[config.mk]
export PLATFORM = sky130hd
export DESIGN_NAME = mpu_bus_master
export DESIGN_NICKNAME = d
export VERILOG_FILES = /design/src/rtl/mpu_bus_master.sv
export SDC_FILE = /design/constraint.sdc
export NUM_CORES = 1
export LEC_CHECK = 0
export CORE_UTILIZATION = 40
export CTS_CLUSTER_DIAMETER = 50
export DETAILED_ROUTE_END_ITERATION = 8
export PLACE_DENSITY_LB_ADDON = 0.3
export SETUP_SLACK_MARGIN = 0.2
export SLEW_MARGIN = 10
export SYNTH_ARGS = -nofsm -noshare
export SYNTH_HDL_FRONTEND = slang
export SYNTH_SLANG_ARGS = --single-unit
[constraint.sdc]
create_clock -name clk -period 1.6 [get_ports clk]
set_input_delay 0.24 -clock clk [delete_from_list [all_inputs] [get_ports clk]]
set_output_delay 0.24 -clock clk [all_outputs]
set_load 0.01 [all_outputs]
[src/rtl/mpu_bus_master.sv]
// Host-side initiator for the ChronoCube MPU bus: turns read/write burst commands
// into setup/strobe/hold strobe sequences and returns read data as one-cycle pulses.
module mpu_bus_master #(
  parameter int ADDR_WIDTH    = 16,
  parameter int DATA_WIDTH    = 16,
  parameter int LEN_WIDTH     = 4,
  parameter int SETUP_CYCLES  = 1,
  parameter int STROBE_CYCLES = 2,
  parameter int HOLD_CYCLES   = 1
) (
  input  logic                  clk,
  input  logic                  _reset,
  input  logic                  cmd_valid,
  output logic                  cmd_ready,
  input  logic                  cmd_write,
  input  logic [ADDR_WIDTH-1:0] cmd_addr,
  input  logic [LEN_WIDTH-1:0]  cmd_len,
  input  logic [1:0]            cmd_be,
  input  logic                  wdata_valid,
  output logic                  wdata_ready,
  input  logic [DATA_WIDTH-1:0] wdata,
  output logic                  rdata_valid,
  output logic [DATA_WIDTH-1:0] rdata,
  output logic                  rdata_last,
  output logic                  busy,
  output logic                  _mpu_en,
  output logic                  _mpu_rd,
  output logic                  _mpu_wr,
  output logic [1:0]            _mpu_be,
  output logic [ADDR_WIDTH-1:0] mpu_addr,
  output logic [DATA_WIDTH-1:0] mpu_data_out,
  input  logic [DATA_WIDTH-1:0] mpu_data_in
);

  localparam int MaxSH     = (SETUP_CYCLES > HOLD_CYCLES) ? SETUP_CYCLES : HOLD_CYCLES;
  localparam int MaxCycles = (STROBE_CYCLES > MaxSH) ? STROBE_CYCLES : MaxSH;
  localparam int CntWidth  = (MaxCycles > 1) ? $clog2(MaxCycles) : 1;

  typedef enum logic [2:0] {
    IDLE,
    WDATA,
    SETUP,
    STROBE,
    HOLD
  } state_e;

  state_e                state_q;
  logic [CntWidth-1:0]   cnt_q;
  logic                  write_q;
  logic [LEN_WIDTH-1:0]  beats_q;
  logic [1:0]            be_q;
  logic                  en_q;
  logic                  rd_q;
  logic                  wr_q;
  logic [1:0]            mpu_be_q;
  logic [ADDR_WIDTH-1:0] addr_q;
  logic [DATA_WIDTH-1:0] dout_q;
  logic [DATA_WIDTH-1:0] rdata_q;
  logic                  rvalid_q;
  logic                  rlast_q;

  // Phase counter counts down from (phase length - 1); a phase ends when it reaches zero.
  always_ff @(posedge clk or negedge _reset) begin
    if (!_reset) begin
      state_q  <= IDLE;
      cnt_q    <= '0;
      write_q  <= 1'b0;
      beats_q  <= '0;
      be_q     <= '0;
      en_q     <= 1'b1;
      rd_q     <= 1'b1;
      wr_q     <= 1'b1;
      mpu_be_q <= 2'b11;
      addr_q   <= '0;
      dout_q   <= '0;
      rdata_q  <= '0;
      rvalid_q <= 1'b0;
      rlast_q  <= 1'b0;
    end else begin
      rvalid_q <= 1'b0;
      rlast_q  <= 1'b0;
      case (state_q)
        IDLE: begin
          if (cmd_valid) begin
            write_q <= cmd_write;
            addr_q  <= cmd_addr;
            beats_q <= cmd_len;
            be_q    <= cmd_be;
            if (cmd_write) begin
              state_q <= WDATA;
            end else begin
              state_q  <= SETUP;
              en_q     <= 1'b0;
              mpu_be_q <= ~cmd_be;
              cnt_q    <= CntWidth'(SETUP_CYCLES - 1);
            end
          end
        end
        WDATA: begin
          if (wdata_valid) begin
            dout_q   <= wdata;
            state_q  <= SETUP;
            en_q     <= 1'b0;
            mpu_be_q <= ~be_q;
            cnt_q    <= CntWidth'(SETUP_CYCLES - 1);
          end
        end
        SETUP: begin
          if (cnt_q == '0) begin
            state_q <= STROBE;
            cnt_q   <= CntWidth'(STROBE_CYCLES - 1);
            if (write_q) wr_q <= 1'b0;
            else         rd_q <= 1'b0;
          end else begin
            cnt_q <= cnt_q - 1'b1;
          end
        end
        STROBE: begin
          if (cnt_q == '0) begin
            state_q <= HOLD;
            rd_q    <= 1'b1;
            wr_q    <= 1'b1;
            cnt_q   <= CntWidth'(HOLD_CYCLES - 1);
            if (!write_q) begin
              rdata_q  <= mpu_data_in;
              rvalid_q <= 1'b1;
              rlast_q  <= (beats_q == '0);
            end
          end else begin
            cnt_q <= cnt_q - 1'b1;
          end
        end
        HOLD: begin
          if (cnt_q == '0) begin
            if (beats_q != '0) begin
              beats_q <= beats_q - 1'b1;
              addr_q  <= addr_q + 1'b1;
              if (write_q) begin
                state_q <= WDATA;
              end else begin
                state_q <= SETUP;
                cnt_q   <= CntWidth'(SETUP_CYCLES - 1);
              end
            end else begin
              state_q  <= IDLE;
              en_q     <= 1'b1;
              mpu_be_q <= 2'b11;
            end
          end else begin
            cnt_q <= cnt_q - 1'b1;
          end
        end
        default: state_q <= IDLE;
      endcase
    end
  end

  assign cmd_ready    = (state_q == IDLE) && _reset;
  assign wdata_ready  = (state_q == WDATA);
  assign busy         = (state_q != IDLE);
  assign _mpu_en      = en_q;
  assign _mpu_rd      = rd_q;
  assign _mpu_wr      = wr_q;
  assign _mpu_be      = mpu_be_q;
  assign mpu_addr     = addr_q;
  assign mpu_data_out = dout_q;
  assign rdata        = rdata_q;
  assign rdata_valid  = rvalid_q;
  assign rdata_last   = rlast_q;

endmodule

==> impl_metrics.ini <==
[yosys]
async_flop_share_pct = 100
ys_ff_latch = 66
syn_area_per_cell_um2 = 11.1
synthesis.nets = 349
synth_cell_types = 51
yosys.area.top_type_share_pct = 47.6
synth-compound-area-share_pct = 15.4
synth_top_family_by_area = compound AO/OA/AOI/OAI gates
yosys-top-cells-area = dfrtp_1 (48%), mux2_2 (9.5%), dfstp_2 (4.1%)
yosys_warnings = 0
synth_common_cells = dfrtp_1 (61), mux2_2 (27), nand2_1 (26)
muxShareOfSynthArea_pct = 13.5
synth_cells = 288
synth-xor-area-share_pct = 0
synthFlopType = dfrtp_1
synth_edf_count = 0
ys_seq_area_share_pct = 51.7
synthSimpleGateAreaFrac_pct = 14.8
yosys.area_share.adder_pct = 0.780
post-synth-top-count-cell = dfrtp_1
syn_area_um2 = 3210
synth_top_area_cell = dfrtp_1

[critical_path]
crit_chain = buf_4 -> nand2b_4 -> nor2_4 -> buf_12 -> buf_2 -> nand2_1 -> o22ai_1 -> a21oi_4
crit_cells = 8
r2r-end = mpu_addr[5]
critPathSlowestCell = dfrtp_2
crit_arrival_ps = 2010
r2r_start = state_q[1]
crit_fanout = 6
cp_num_buf_inv = 3
cp.required_ps = 1830
crit_path_start_kind = flip-flop
max_stage_delay_ps = 450
path_class = reg -> reg
r2r_cells = 8
startpoint = state_q[1]
crit_path_end_kind = flip-flop
crit_path_end = mpu_addr[5]
r2r_slack_ps = -180
path_delay_family = buffers and inverters

[pwr]
internal-power_w = 0.00699
swShare_pct = 36.0
vdd_drop_max_mv = 1.03
clock_power_share_pct = 13.8
pwr-share-seq_pct = 29.1
power_density_nw_per_um2 = 1910
p_comb_share_pct = 57.1
leakage_nw = 2.58
switchingPower_w = 0.00393

[routing]
drt-wirelength-per-cell_um = 17.1
drt_wl_total_um = 9910
vias = 3069
vias_per_cell = 5.28
ant_nets = 0
drc = 0
dr.pass1.iters = 4
drt_iter0_markers = 96

[layout]
num-fill-cells = 500
seqCellArea_um2 = 1660
finalInstanceArea_um2 = 5730
multi_input_area_um2 = 1770
diodes = 0
fin_nets = 536
postLayoutCoreUtil_pct = 74.2
drive_gt1_share_pct = 41.8
syn2layout_area_growth_pct = 78.6

[sta]
finalMaxSlewViolations = 0
clock_skew_ps = 4.71
worstMarginPinSlew_ps = 829
setup_ws_ps = -183
rsz0062_at_grt = true
final-hold-violation-count = 0
fin_crit_sh_pct = 111
whs_ps = 101
max_freq_ghz = 0.561
setup_violations = 59
maxSlewHeadroom_pct = 44.7
fin_crit_ps = 1780

[global_routing]
grt_use_total_pct = 23.0
antenna_found_initial = 0
top_usage_layer = met2
met3_usage_pct = 4.61
met2_usage_pct = 39.5
grt_max_degree = 67
grt_use_met1_pct = 27.0
grt_pass1_wl_um = 15000
overflow = 0
grt_pass1_vias = 3129

[die]
num_rows = 32
dieHeight_um = 91.6
core_um2 = 7730
die_w_um = 91.6
die_area_um2 = 8390
ios = 117
initial_utilization_pct = 41.5

[placed_design]
place_ws_ps = -345
hpwl_um = 5910
placed_cell_area_um2 = 4970
gp_congestion = 0.846
io_buffers = 116

[clocking]
insertion_delay_ps = 340
htreeDepth = 3
cts.clk_slew.worst_paths_ps = 70
ctsHoldBuffers = 0
clock_path_buffers = 2
clock-root-buffer = clkbuf_8
cts.sinks = 66
cts_tree = yes
cts_buffers = 9

[run_status]
violations = setup timing
status = finished with violations

[job]
max_cap_violations = 0

[worst_hold_path]
min_path_type = in -> async
[cells in the final DEF, fill, tap and decap left out, drive strengths merged, types with 7 or more instances in the layout]
master	count
nand2	27
o21ai	22
clkdlybuf4s50	57
nand3	10
buf	78
dfrtp	61
nor2	22
a21oi	20
clkdlybuf4s15	7
clkbuf	14
a2bb2oi	8
mux2	35
inv	8
dlygate4sd2	43
[per-layer routing]
metal  share of wire [%]  wire length (um)  vias up
met1                  41              4040     1510
met3                 5.4               535       23
li1                    -                 -     1420
met4                 3.0               301        0
met2                  51              5030      116
met5                   0                 0        -
[power by group through the flow]
stage	Sequential, W	Clock, W	Combinational (W)
CTS	0.00313	0.00152	0.00587
finish	0.00318	0.00151	0.00624
floorplan	0.00347	0	0.00241
global route	0.00327	0.00160	0.00664
global placement	0.00312	0	0.00527
detailed placement	0.00317	0	0.00538
[state kept, by name, indices dropped and copies added (netlist names)]
signal / flops
_mpu_en: 1
_mpu_be: 2
_mpu_rd: 1
be_q: 2
_mpu_wr: 1
mpu_data_out: 16
state_q: 3
rdata: 16
rdata_valid: 1
beats_q: 4
cnt_q: 1
rdata_last: 1
write_q: 1
mpu_addr: 16
[kinds of logic (layout without fill, tap and decap cells)]
kind of cell | count (synthesis) | in the layout
simple gates | 84 | 84
mux | 36 | 36
compound gates | 77 | 77
flops | 66 | 66
fa+ha+maj | 2 | 2
buf+inv | 23 | 214
[final cells by class]
class                      instances  area share (%)
tap                              102            2.23
clock buffer                       9            2.16
timing repair buffer             191            33.6
inverter                           8           0.568
sequential                        66            29.0
clock inverter                     6            1.44
multi-input combinational        199            31.0
[metrics by stage]
step	std cells	power, W	TNS, ps
floorplan	288	0.00588	0
global placement	536	0.00839	-3520
detailed placement	536	0.00854	-4980
CTS	574	0.0105	-3500
global route	581	0.0115	-9970
finish	581	0.0109	-6910
[worst min-delay path by stage]
| stage | start | endpoint | cells past startpoint |
|---|---|---|---|
| 2_1_floorplan | _reset | be_q[0] | 0 |
| 3_3_place_gp | _mpu_wr | _mpu_wr | 2 |
| 3_5_place_dp | _mpu_wr | _mpu_wr | 2 |
| 4_1_cts | _reset | rdata[5] | 2 |
| 5_1_grt | _reset | rdata[5] | 2 |
| 6_report | _reset | rdata[5] | 2 |
[timing repair]
item / in CTS / in global routing
endpoints found under the hold margin: 0 / 0
cloned: 4 / 1
setup endpoints to repair: 118 / 76
pin swaps: 13 / 14
buffers inserted: 19 / 6
gates resized for setup: 130 / 36
(Power assumes the default switching activity.)
